File: config.mk
export PLATFORM = sky130hd
export DESIGN_NAME = pcs_tx_multilane_flat
export DESIGN_NICKNAME = d
export VERILOG_FILES = /design/src/rtl/pcs_tx_multilane_if.sv /design/src/rtl/pcs_tx_multilane.sv /design/src/flat_wrapper.sv
export SDC_FILE = /design/constraint.sdc
export NUM_CORES = 1
export LEC_CHECK = 0
export CAP_MARGIN = 20
export CORE_MARGIN = 10
export CORE_UTILIZATION = 54
export CTS_CLUSTER_SIZE = 30
export DETAILED_ROUTE_END_ITERATION = 16
export GPL_ROUTABILITY_DRIVEN = 0
export GPL_TIMING_DRIVEN = 0
export PLACE_DENSITY = 0.92
export SYNTH_ARGS = -nofsm -noshare
export SYNTH_HDL_FRONTEND = slang
export SYNTH_HIERARCHICAL = 1
export SYNTH_SLANG_ARGS = --single-unit
File: constraint.sdc
create_clock -name core_clk -period 8.7 [get_ports core_clk]
set_input_delay 1.305 -clock core_clk [delete_from_list [all_inputs] [get_ports core_clk]]
set_output_delay 1.305 -clock core_clk [all_outputs]
set_load 0.01 [all_outputs]
File: src/rtl/pcs_tx_multilane_if.sv
// pcs_tx_multilane_if: MAC-side block bus and gearbox-side lane bus of the
// multi-lane 64b/66b transmit PCS.
//   tx_valid/tx_ready  : block-set handshake (transfer on valid && ready)
//   tx_data            : lane k 64-bit payload at [k*64+:64]
//   tx_ctrl            : bit k set = lane k carries a control block
//   tx_lane_data       : lane k 66-bit block at [k*66+:66], [1:0] = sync
//   tx_lane_am/am_sent : current output cycle carries alignment markers
// master = MAC/gearbox side, slave = PCS core.
interface pcs_tx_multilane_if #(parameter int NUM_LANES = 4);
  logic                      tx_valid;
  logic                      tx_ready;
  logic [64*NUM_LANES-1:0]   tx_data;
  logic [NUM_LANES-1:0]      tx_ctrl;
  logic [66*NUM_LANES-1:0]   tx_lane_data;
  logic                      tx_lane_am;
  logic                      am_sent;

  modport master (output tx_valid, tx_data, tx_ctrl,
                  input  tx_ready, tx_lane_data, tx_lane_am, am_sent);
  modport slave  (input  tx_valid, tx_data, tx_ctrl,
                  output tx_ready, tx_lane_data, tx_lane_am, am_sent);
endinterface

File: src/rtl/pcs_tx_multilane.sv
// pcs_tx_multilane: transmit PCS for 1/2/4-lane 64b/66b Ethernet.
// Takes one 64-bit block per lane from the MAC, substitutes idle control
// blocks when the MAC has nothing, scrambles payloads with a single
// 1+x^39+x^58 scrambler run serially across lanes 0..N-1, and replaces one
// block cycle every AM_PERIOD+1 with per-lane alignment markers.
// Ports:
//   core_clk   : core clock
//   core_reset : asynchronous, active-high reset
//   bus        : pcs_tx_multilane_if.slave (MAC handshake + lane outputs)
// Parameters: NUM_LANES (1/2/4), AM_PERIOD (4..65535 block cycles between
// markers), SCRAMBLE (0 bypasses the scrambler, debug only).
// Build option: define PCS_TX_BIP_EN to carry real BIP3 parity in markers;
// otherwise markers carry BIP3 = 8'h00 / ~BIP3 = 8'hFF.

// Per-lane output stage: picks marker or scrambled block, registers it and
// keeps that lane's bit-interleaved parity since the previous marker.
module pcs_tx_lane #(parameter int LANE = 0) (
  input  logic        core_clk,
  input  logic        core_reset,
  input  logic        is_am,
  input  logic [1:0]  sync,
  input  logic [63:0] payload,
  output logic [65:0] blk_o
);
  logic [65:0] blk_q, blk_d;
  logic [7:0]  marker_bip;

  // {M2, M1, M0} so that M0 lands in payload byte 0
  function automatic logic [23:0] am_code(input int k);
    case (k)
      0:       am_code = 24'h477690;
      1:       am_code = 24'hE6C4F0;
      2:       am_code = 24'h9B65C5;
      default: am_code = 24'h3D79A2;
    endcase
  endfunction

  localparam logic [23:0] AM_M = am_code(LANE);

`ifdef PCS_TX_BIP_EN
  logic [7:0] bip_q, bip_d, blk_bip;
  assign marker_bip = bip_q;
`else
  assign marker_bip = 8'h00;
`endif

  always_comb begin
    if (is_am) blk_d = {~marker_bip, ~AM_M, marker_bip, AM_M, 2'b01};
    else       blk_d = {payload, sync};
`ifdef PCS_TX_BIP_EN
    // Bit b of BIP covers payload bit b of every byte; sync bits fold
    // into BIP bits 3 and 4.
    blk_bip = 8'h00;
    for (int i = 0; i < 8; i++) blk_bip = blk_bip ^ blk_d[2+8*i +: 8];
    blk_bip[3] = blk_bip[3] ^ blk_d[0];
    blk_bip[4] = blk_bip[4] ^ blk_d[1];
    // A marker restarts the window, seeded with the marker's own parity.
    bip_d = is_am ? blk_bip : (bip_q ^ blk_bip);
`endif
  end

  always_ff @(posedge core_clk or posedge core_reset) begin
    if (core_reset) begin
      blk_q <= '0;
`ifdef PCS_TX_BIP_EN
      bip_q <= '0;
`endif
    end else begin
      blk_q <= blk_d;
`ifdef PCS_TX_BIP_EN
      bip_q <= bip_d;
`endif
    end
  end

  assign blk_o = blk_q;
endmodule

module pcs_tx_multilane #(
  parameter int NUM_LANES = 4,
  parameter int AM_PERIOD = 16383,
  parameter int SCRAMBLE  = 1
) (
  input logic               core_clk,
  input logic               core_reset,
  pcs_tx_multilane_if.slave bus
);
  localparam int          NB   = 64 * NUM_LANES;
  localparam logic [63:0] IDLE = 64'h0000_0000_0000_001E;

  typedef enum logic {S_AM, S_RUN} state_t;

  state_t                        state_q, state_d;
  logic [15:0]                   cnt_q, cnt_d;
  logic [57:0]                   scr_q, scr_d;
  logic                          am_q, am_d;
  logic                          run;
  logic [NB-1:0]                 raw, scr_out;
  logic [NUM_LANES-1:0][1:0]     sync;
  logic [NUM_LANES-1:0][65:0]    lane_blk;

  assign run = (state_q == S_RUN);

  // Marker cycles are not block cycles: the counter only runs in S_RUN.
  always_comb begin
    state_d = state_q;
    cnt_d   = cnt_q;
    case (state_q)
      S_AM:  state_d = S_RUN;
      S_RUN: begin
        if (cnt_q == 16'(AM_PERIOD - 1)) begin
          cnt_d   = '0;
          state_d = S_AM;
        end else begin
          cnt_d = cnt_q + 16'd1;
        end
      end
      default: state_d = S_AM;
    endcase
  end

  // Idle cycles send the idle control block on every lane.
  always_comb begin
    for (int k = 0; k < NUM_LANES; k++) begin
      raw[k*64 +: 64] = bus.tx_valid ? bus.tx_data[k*64 +: 64] : IDLE;
      sync[k]         = (!bus.tx_valid || bus.tx_ctrl[k]) ? 2'b01 : 2'b10;
    end
  end

  // Self-synchronous scrambler, one bit at a time in lane order, LSB first.
  // State holds only across marker cycles so markers leave no gap in it.
  always_comb begin
    logic [57:0]   s;
    logic [NB-1:0] o;
    s = scr_q;
    o = raw;
    if (SCRAMBLE != 0) begin
      for (int i = 0; i < NB; i++) begin
        o[i] = raw[i] ^ s[38] ^ s[57];
        s    = {s[56:0], o[i]};
      end
    end
    scr_out = o;
    scr_d   = run ? s : scr_q;
    am_d    = !run;
  end

  always_ff @(posedge core_clk or posedge core_reset) begin
    if (core_reset) begin
      state_q <= S_AM;
      cnt_q   <= '0;
      scr_q   <= '1;
      am_q    <= 1'b0;
    end else begin
      state_q <= state_d;
      cnt_q   <= cnt_d;
      scr_q   <= scr_d;
      am_q    <= am_d;
    end
  end

  for (genvar k = 0; k < NUM_LANES; k++) begin : g_lane
    pcs_tx_lane #(.LANE(k)) u_lane (
      .core_clk   (core_clk),
      .core_reset (core_reset),
      .is_am      (!run),
      .sync       (sync[k]),
      .payload    (scr_out[k*64 +: 64]),
      .blk_o      (lane_blk[k])
    );
  end

  assign bus.tx_ready     = run;
  assign bus.tx_lane_data = lane_blk;
  assign bus.tx_lane_am   = am_q;
  assign bus.am_sent      = am_q;
endmodule

File: src/flat_wrapper.sv
// flat-port wrapper written by rule: the top's interface ports become plain ports
module pcs_tx_multilane_flat 
#(
  parameter int NUM_LANES = 4,
  parameter int AM_PERIOD = 16383,
  parameter int SCRAMBLE  = 1
)
  (core_clk, core_reset, bus_tx_valid, bus_tx_data, bus_tx_ctrl, bus_tx_ready, bus_tx_lane_data, bus_tx_lane_am, bus_am_sent);
  pcs_tx_multilane_if #(.NUM_LANES(NUM_LANES)) bus_i ();
  input logic core_clk;
  input logic core_reset;
  input wire logic [$bits(bus_i.tx_valid)-1:0] bus_tx_valid;
  input wire logic [$bits(bus_i.tx_data)-1:0] bus_tx_data;
  input wire logic [$bits(bus_i.tx_ctrl)-1:0] bus_tx_ctrl;
  output wire logic [$bits(bus_i.tx_ready)-1:0] bus_tx_ready;
  output wire logic [$bits(bus_i.tx_lane_data)-1:0] bus_tx_lane_data;
  output wire logic [$bits(bus_i.tx_lane_am)-1:0] bus_tx_lane_am;
  output wire logic [$bits(bus_i.am_sent)-1:0] bus_am_sent;
  assign bus_i.tx_valid = bus_tx_valid;
  assign bus_i.tx_data = bus_tx_data;
  assign bus_i.tx_ctrl = bus_tx_ctrl;
  assign bus_tx_ready = bus_i.tx_ready;
  assign bus_tx_lane_data = bus_i.tx_lane_data;
  assign bus_tx_lane_am = bus_i.tx_lane_am;
  assign bus_am_sent = bus_i.am_sent;
  pcs_tx_multilane #(.NUM_LANES(NUM_LANES), .AM_PERIOD(AM_PERIOD), .SCRAMBLE(SCRAMBLE)) u_core (.core_clk(core_clk), .core_reset(core_reset), .bus(bus_i));
endmodule
* After elaboration in Yosys (flattened, before gate mapping)
Index checks and enable logic that the tools add are counted.
** Storage, ports and cells
- Flip-flop bits (word level) :: 340
- Bits in latches :: 0
- Memories :: 0
- Bits of input ports :: 263
- Output and inout bits :: 267
- Logic and storage cells :: 544
- Memory bits (writable) :: 0
- Memory bits (read-only) :: 0
** Operators by class
- Shifts and indexed selects :: 0
- Order comparisons :: 0
- $add $sub $neg :: 1
- Reductions and logical operators :: 6
- Muxes and demuxes :: 15
- Divide/modulo/power cells :: 0
- Bitwise logic cells :: 513
- $mul :: 0
- Equal/unequal tests :: 1
** Operator list (count)
- 1-bit XOR :: 512
- 66-bit 2-to-1 mux :: 4
- 64-bit 2-to-1 mux :: 4
- 16-bit by 1-bit adder with 16-bit output (second input constant) :: 1
- 16-bit by 14-bit equality test with 1-bit output (second input constant) :: 1
- 16-bit 2-to-1 mux :: 1
- 2-bit 2-to-1 mux :: 4
- 1-bit logical OR :: 4
- 1-bit zero test :: 2
- 1-bit one-hot mux with 2 select lines :: 1
- 1-bit 2-to-1 mux :: 1
- 1-bit inverter :: 1

* Logic depth before layout (Yosys ltp)
- Depth after elaboration :: 16
- Depth in mapped cells :: 14
- Gate-level depth less buffers :: 9

* Modules after synthesis
The synthesis kept the hierarchy.
** Modules (own cells, without submodules)
- pcs_tx_multilane :: seq. area each 1974.4 sq um, area each 11597.4 sq um, cells an instance 1234, times used 1
- pcs_tx_lane :: seq. area each 1651.6 sq um, area each 2134.5 sq um, cells an instance 140, times used 4

* Worst setup path after synthesis
Ideal clock, no wire load.
- Kind :: input -> register
- Start :: input bus_tx_valid
- End :: register u_core.g_lane[0].u_lane.blk_q[40]
- Library setup time :: 124 ps
- Path buffers :: 11
- Slack :: 4893 ps
- Arrival time :: 3683 ps
- Cell stages on the path :: 14
- Data required time :: 8576 ps
- Cells stage by stage :: buf_4 buf_4 buf_4 buf_6 buf_2 buf_2 buf_2 buf_2 buf_2 buf_1 buf_2 nand2_1 xor2_1 or2_1
** Between the ends
- Word-level cells in the longest chain between the ends :: 4
** RTL lines
- start: declaration :: line flat_wrapper.sv:12 : input wire logic [$bits(bus_i.tx_valid)-1:0] bus_tx_valid;
- 64-bit 2-to-1 mux :: line pcs_tx_multilane.sv:125 : raw[k*64 +: 64] = bus.tx_valid ? bus.tx_data[k*64 +: 64] : IDLE;
- 1-bit XOR (2 in a row) :: line pcs_tx_multilane.sv:139 : o[i] = raw[i] ^ s[38] ^ s[57];
- net u_core.scr_out[38] :: line pcs_tx_multilane.sv:98 : logic [NB-1:0] raw, scr_out;
- 66-bit 2-to-1 mux :: line pcs_tx_multilane.sv:48 : if (is_am) blk_d = {~marker_bip, ~AM_M, marker_bip, AM_M, 2'b01};
- net u_core.g_lane[0].u_lane.blk_d[40] :: line pcs_tx_multilane.sv:25 : logic [65:0] blk_q, blk_d;
- end signal: assignment :: line pcs_tx_multilane.sv:69 : blk_q <= blk_d;
- end: declaration :: line pcs_tx_multilane.sv:25
The timed path passes the listed nets, and every way through them passes these cells.
A chain may end at the register's enable or synchronous reset.

* Worst setup path after layout
- Start :: input bus_tx_valid
- End :: register u_core.g_lane[0].u_lane.blk_q[30]
Same word-level chain as after synthesis.

==> flow_metrics.env <==
export IMPL_first_global_vias=17700
export IMPL_wl_met2_um=40900
export IMPL_post_synth_edffs=0
export IMPL_crit_type="primary input to flop"
export IMPL_synth_top_cells_by_area="dfrtp_1, xnor2_1, xor2_1"
export IMPL_layout_nets=2638
export IMPL_crit_reg2reg_launch="u_core/scr_q[13]"
export IMPL_timing_final_crit_share_pct=87.4
export IMPL_synthDominantCellAreaShare_pct=35.0
export IMPL_detailroute_via_count=16600
export IMPL_grt_pass1_wl_um=125000
export IMPL_finalClockSkew_ns=0.0221
export IMPL_timing_max_cap_violations=0
export IMPL_run_status="complete, no violations"
export IMPL_detail_route_wirelength_um=89800
export IMPL_top_level_ports=530
export IMPL_drc=0
export IMPL_tritoncts_clock_tree="done"
export IMPL_ctsRootBufferMaster="clkbuf_16"
export IMPL_fp_dieH_um=213
export IMPL_utilization_pct=75.2
export IMPL_cts_resized=0
export IMPL_yosys_area_top_type="dfrtp_1"
export IMPL_asyncSetResetFlopFracSynth_pct=100
export IMPL_netlist_area_before_placement_um2=20100
export IMPL_detailedRoute_firstIterationViolations=1633
export IMPL_drtAntennaViolNets=0
export IMPL_global_route_overflow_total=0
export IMPL_cts_hold_fix_buffers=0
export IMPL_r2r_slack_ns=4.80
export IMPL_wire_per_inst_um=31.2
export IMPL_arrival_ns=8.07
export IMPL_post_route_cells_drive_above_1_share_pct=12.3
export IMPL_worstMarginPinSlew_ns=1.18
export IMPL_timing_final_max_slew_violations=0
export IMPL_period_needed_ns=7.60
export IMPL_cts_sinks=340
export IMPL_fmaxAchievable_mhz=132
export IMPL_syn_mean_instance_area_um2=11.2
export IMPL_start_util_pct=54.9
export IMPL_dpl_hpwl_um=65700
export IMPL_detailedPlace_worstSlack_ns=0.855
export IMPL_critical_path_reg2reg_endpoint="u_core/scr_q[16]"
export IMPL_synthesis_instances=1794
export IMPL_fp_row_count=70
export IMPL_grt_antenna_before_repair=8
export IMPL_dr_wl_met3_um=11200
export IMPL_postCtsSetupBuffers=0
export IMPL_post_drt_via_cell_ratio=5.75
export IMPL_setup_violations=0
export IMPL_die_area_um2=45400
export IMPL_die_x_um=213
export IMPL_element_type_at_the_critical_path_start="primary input"
export IMPL_path_category_of_the_worst_min_delay_check="flop to flop"
export IMPL_clk_insertion_delay_late_ns=0.58
export IMPL_worst_r2r_path_depth=7
export IMPL_coreArea_um2=36700
export IMPL_relSlewSlack_pct=21.3
export IMPL_placement_io_buffers=529
export IMPL_setup_slack_ns=1.10
export IMPL_gr_usage_all_layers_pct=39.0
export IMPL_clock_tree_buffer_depth=3
export IMPL_fin_tns_setup_ns=0
export IMPL_synthDistinctLibCells=37
export IMPL_critical_path_max_fanout=10
export IMPL_synth_sequential_area_ratio_pct=42.6
export IMPL_drt_pass1_iter_count=5
export IMPL_grt_max_degree=46
export IMPL_yosys_register_bits=340
export IMPL_min_from="u_core/scr_q[50]"
export IMPL_tritoncts_num_buffers=39
export IMPL_critical_path_endpoint_type="flop"
export IMPL_required_ns=9.17
export IMPL_syn2layout_area_growth_pct=37.1
export IMPL_post_synthesis_net_count=2059
export IMPL_ys_warn_count=6
export IMPL_hold_path_end="u_core/scr_q[50]"
export IMPL_postSynth_topFlopCell="dfrtp_1"
export IMPL_clk_transition_reported_paths_ns=0.06
export IMPL_holdPathStages=2
export IMPL_grt_setup_unrepaired="false"
export IMPL_cts_htree_levels=2
export IMPL_routedLengthMet1_um=30600
export IMPL_finalHoldViolations=0
export IMPL_top_layer="met4"
[how the worst max path moves through the flow]
stage / start / end / slack, ns / cells after the start
floorplan: bus_tx_valid / u_core/g_lane[0].u_lane/blk_o[40] / 4.89 / 14
finish: bus_tx_valid / u_core/g_lane[0].u_lane/blk_o[30] / 1.10 / 15
CTS: bus_tx_valid / u_core/g_lane[0].u_lane/blk_o[34] / 1.42 / 15
detailed placement: bus_tx_valid / u_core/g_lane[0].u_lane/blk_o[34] / 0.86 / 15
global route: bus_tx_valid / u_core/g_lane[0].u_lane/blk_o[30] / 1.34 / 15
global placement: bus_tx_valid / u_core/g_lane[1].u_lane/blk_o[54] / 0.96 / 15
[through the flow]
stage	std cells	cell area, µm²	hold WS (ns)
6_report	2878	27600	0.500
5_1_grt	2875	27600	0.525
4_1_cts	2871	27600	0.495
3_5_place_dp	2800	26200	0.483
3_3_place_gp	2791	26000	0.469
2_1_floorplan	1794	20100	0.446
[synth_stat cells (all sizes together), types with 5 or more instances]
library cell / count
xnor2: 345
dfrtp: 282
xor2: 261
nand2: 257
nor2b: 142
or2: 132
buf: 58
dfstp: 58
inv: 52
mux2: 51
xnor3: 38
nor2: 32
xor3: 27
clkbuf: 9
nand2b: 9
a21oi: 6
nand4: 6
o21ai: 6
nand3: 5
[placed cells by master (no fill, tap or decap), types with 7 or more instances in the layout]
cell type          n
clkbuf_16         41
xnor3_1           33
xor3_1            21
xor2_2             9
or2_1            132
dfstp_2           58
nand2_1          257
mux2_2            51
nand2b_1           9
dfrtp_1          282
xnor2_2           32
buf_4             10
clkbuf_8           7
buf_6             23
clkbuf_1          18
inv_1             47
nor2b_1          142
clkdlybuf4s50_1  529
xnor2_1          310
nor2_1            32
diode_2            7
buf_2             23
xor2_1           252
[sequential cells by signal (all words and copies together) (netlist names)]
name,flops
u_core/scr_q,58
u_core/g_lane.u_lane/blk_o,264
u_core/bus.am_sent,1
u_core/cnt_q,16
u_core/bus.tx_ready,1
[worst max-delay path, stage by stage]
cell and delay (ns):
clkdlybuf4s50_1 0.77, buf_4 0.41, buf_4 0.34, buf_4 0.34, buf_6 0.27, buf_2 0.48
buf_2 0.45, buf_2 0.53, buf_2 0.47, buf_2 0.50, buf_1 0.92, buf_2 0.59
nand2_1 0.13, xnor2_1 0.24, nor2b_1 0.24
[layer usage]
metal / vias to the layer above / track usage, %
met4: 0 / 27.4
met5: - / 0
met2: 1400 / 60.9
met3: 382 / 13.1
met1: 8106 / 44.4
li1: 6673 / -
[cell families after synthesis]
| group | after synthesis | synth area share, % |
|---|---|---|
| muxes | 51 | 2.85 |
| and+or+nand+nor | 594 | 14.9 |
| AOI/OAI and AO/OA | 17 | 0.485 |
| DFF | 340 | 42.6 |
| buffers and inverters | 119 | 3.40 |
| adders and majority gates | 2 | 0.124 |
| xor gates and xnor gates | 671 | 35.7 |
[area by class of cell]
cell class              instances  area [µm²]
repair buffers                538        5470
flip-flops and latches        340        8580
inverters                      52         208
diodes                          7        17.5
multi-input cells            1335       10900
clock inverters                14         226
fillers                      2211        9100
well taps                     468         586
clock buffers                  57        1160
plain buffers                  67         489
Power is left out: the tool's default activity adds up to more than one toggle a clock period on the data nets, which glitch-free logic cannot reach.
==> edit, RTL diff (same settings) <==
Reset style: synchronous (`core_reset`), changed in 2 clocked blocks. Comments in the files are not updated.
--- a/src/rtl/pcs_tx_multilane.sv
+++ b/src/rtl/pcs_tx_multilane.sv
@@ -59,7 +59,7 @@
 `endif
   end
 
-  always_ff @(posedge core_clk or posedge core_reset) begin
+  always_ff @(posedge core_clk) begin
     if (core_reset) begin
       blk_q <= '0;
 `ifdef PCS_TX_BIP_EN
@@ -145,7 +145,7 @@
     am_d    = !run;
   end
 
-  always_ff @(posedge core_clk or posedge core_reset) begin
+  always_ff @(posedge core_clk) begin
     if (core_reset) begin
       state_q <= S_AM;
       cnt_q   <= '0;
Formal check against the unedited RTL: differs if core_reset is asserted again (counterexample within 4 cycles, from zero or initial values and one cycle with core_reset high); with core_reset held inactive, the same outputs for 4 cycles.
==> edit against the original RTL <==
- register-to-register slack worse by 420 ps
- wire length is 2.8% higher
- area after synthesis hardly changed
- global-route usage is 0.18 points higher
- sequential cell count stayed put
- non-clock buffer count is 30 higher
- setup slack better by 1800 ps
- utilization is 0.71 points lower
- final area is 0.94% lower
- hold slack better by 8.6 ps
- critical endpoint is now u_core/g_lane[0].u_lane/blk_o[38]
- largest cell class unchanged
Power is not shown: default switching activity piles up to over one toggle a cycle in this logic, so the estimate is an artifact.
==> edit: results (changes against the original RTL) <==
global_routing:
  antenna_found_initial: 11  # was 8
  grt_pass1_vias: 17833  # was 17659
  grt_start_max_net_pins: 22  # was 46
  track_usage_pct: 39.2  # was 39.0%
  grt_pass1_wl_um: 127000  # was 125000 µm
yosys:
  synth.top_cells.by_count: "340 x dfxtp_1, 316 x xnor2_1, 261 x nand2_1"  # was 310 x xnor2_1, 282 x dfrtp_1, 257 x nand2_1
  syn_nets: 2171  # was 2059
  async_flop_share_pct: 0  # was 100%
  synth_area_leaders: "dfxtp_1 34%, xnor2_1 14%, xor2_1 11%, nor3b_2 7.5%, xnor3_1 5.7%"  # was dfrtp_1 35%, xnor2_1 13%, xor2_1 11%, dfstp_2 7.6%, nand2_1 4.8%
  synth_cell_types: 43  # was 37
  synth_flop_cell: "dfxtp_1"  # was dfrtp_1
finish:
  drive_above_1_share_pct: 14.7  # was 12.3%
  fillCellCount: 2388  # was 2211
  design_area_um2: 27300  # was 27600 µm²
  nNetsFinal: 2739  # was 2638
sta:
  skew_ps: 22.6  # was 22.1 ps
  worstMarginPinSlew_ps: 1250  # was 1180 ps
placement:
  io_buffer_count: 527  # was 529
  placed_area_um2: 26000  # was 26200 µm²
drt:
  drt_iter0_markers: 2165  # was 1633
  drt-total-wl_um: 92300  # was 89800 µm
  route.vias.total: 17362  # was 16561
  drt-pass1-iter-count: 7  # was 5
setup_path:
  slowest_delay_ps: 860  # was 920 ps
  slowest_stage: "clkbuf_1"  # was buf_1
run_status:
  status: "completed"  # unchanged
clock_network:
  cts_made_buffers: 38  # was 39
edit: cell count changes in the layout (fill, tap and decap cells not counted), moves of 38 or more:
cell / delta
dfrtp_1: -282
mux2_2: -49
o21ba_2: +92
dfxtp_1: +340
or2_1: -131
nor2_1: +38
nor3b_2: +120
dfstp_2: -58
nor2b_1: -116
o21ba_1: +40
edit: worst paths after layout:
kind | end | from | cells past startpoint | slack [ps]
min | u_core/scr_q[54] | u_core/scr_q[54] | 1 | 510
min reg2reg | u_core/scr_q[54] | u_core/scr_q[54] | 1 | 510
max | u_core/g_lane[0].u_lane/blk_o[38] | bus_tx_valid | 14 | 2940
max reg2reg | u_core/scr_q[11] | u_core/scr_q[8] | 7 | 4380
edit: cells by family (layout without fill, tap and decap cells):
group / after synthesis / in the layout / synth area share [%]
AO/OA/AOI/OAI: 194 / 194 / 9.04
XOR/XNOR: 674 / 674 / 36.1
adder cells (fa/ha/maj): 2 / 2 / 0.124
buffers and inverters: 153 / 745 / 4.20
flip-flops: 340 / 340 / 33.8
multiplexers: 6 / 6 / 0.311
other: 0 / 8 / 0
AND/OR/NAND/NOR: 537 / 537 / 16.4
edit: layout make-up:
| type | instances | area share [%] |
|---|---|---|
| Antenna cell | 8 | 0.0732 |
| Buffer | 107 | 2.47 |
| Clock buffer | 49 | 4.00 |
| Clock inverter | 15 | 0.833 |
| Inverter | 46 | 0.631 |
| Multi-Input combinational cell | 1413 | 45.6 |
| Sequential cell | 340 | 24.9 |
| Tap cell | 468 | 2.14 |
| Timing Repair Buffer | 528 | 19.3 |
edit: stage by stage:
step / worst slack [ps] / hold WS (ps) / instances
2_1_floorplan: 4770 / 459 / 1906
3_3_place_gp: 2720 / 480 / 2901
3_5_place_dp: 2680 / 489 / 2902
4_1_cts: 3250 / 502 / 2966
5_1_grt: 2990 / 519 / 2971
6_report: 2940 / 509 / 2974
edit: metal layers:
metal | track usage [%] | vias up | routed length (µm)
met5 | 0 | - | 0
met4 | 27.9 | 0 | 7360
met3 | 11.7 | 382 | 11900
met2 | 62.0 | 1437 | 41500
met1 | 44.5 | 8268 | 31500
li1 | - | 7275 | -
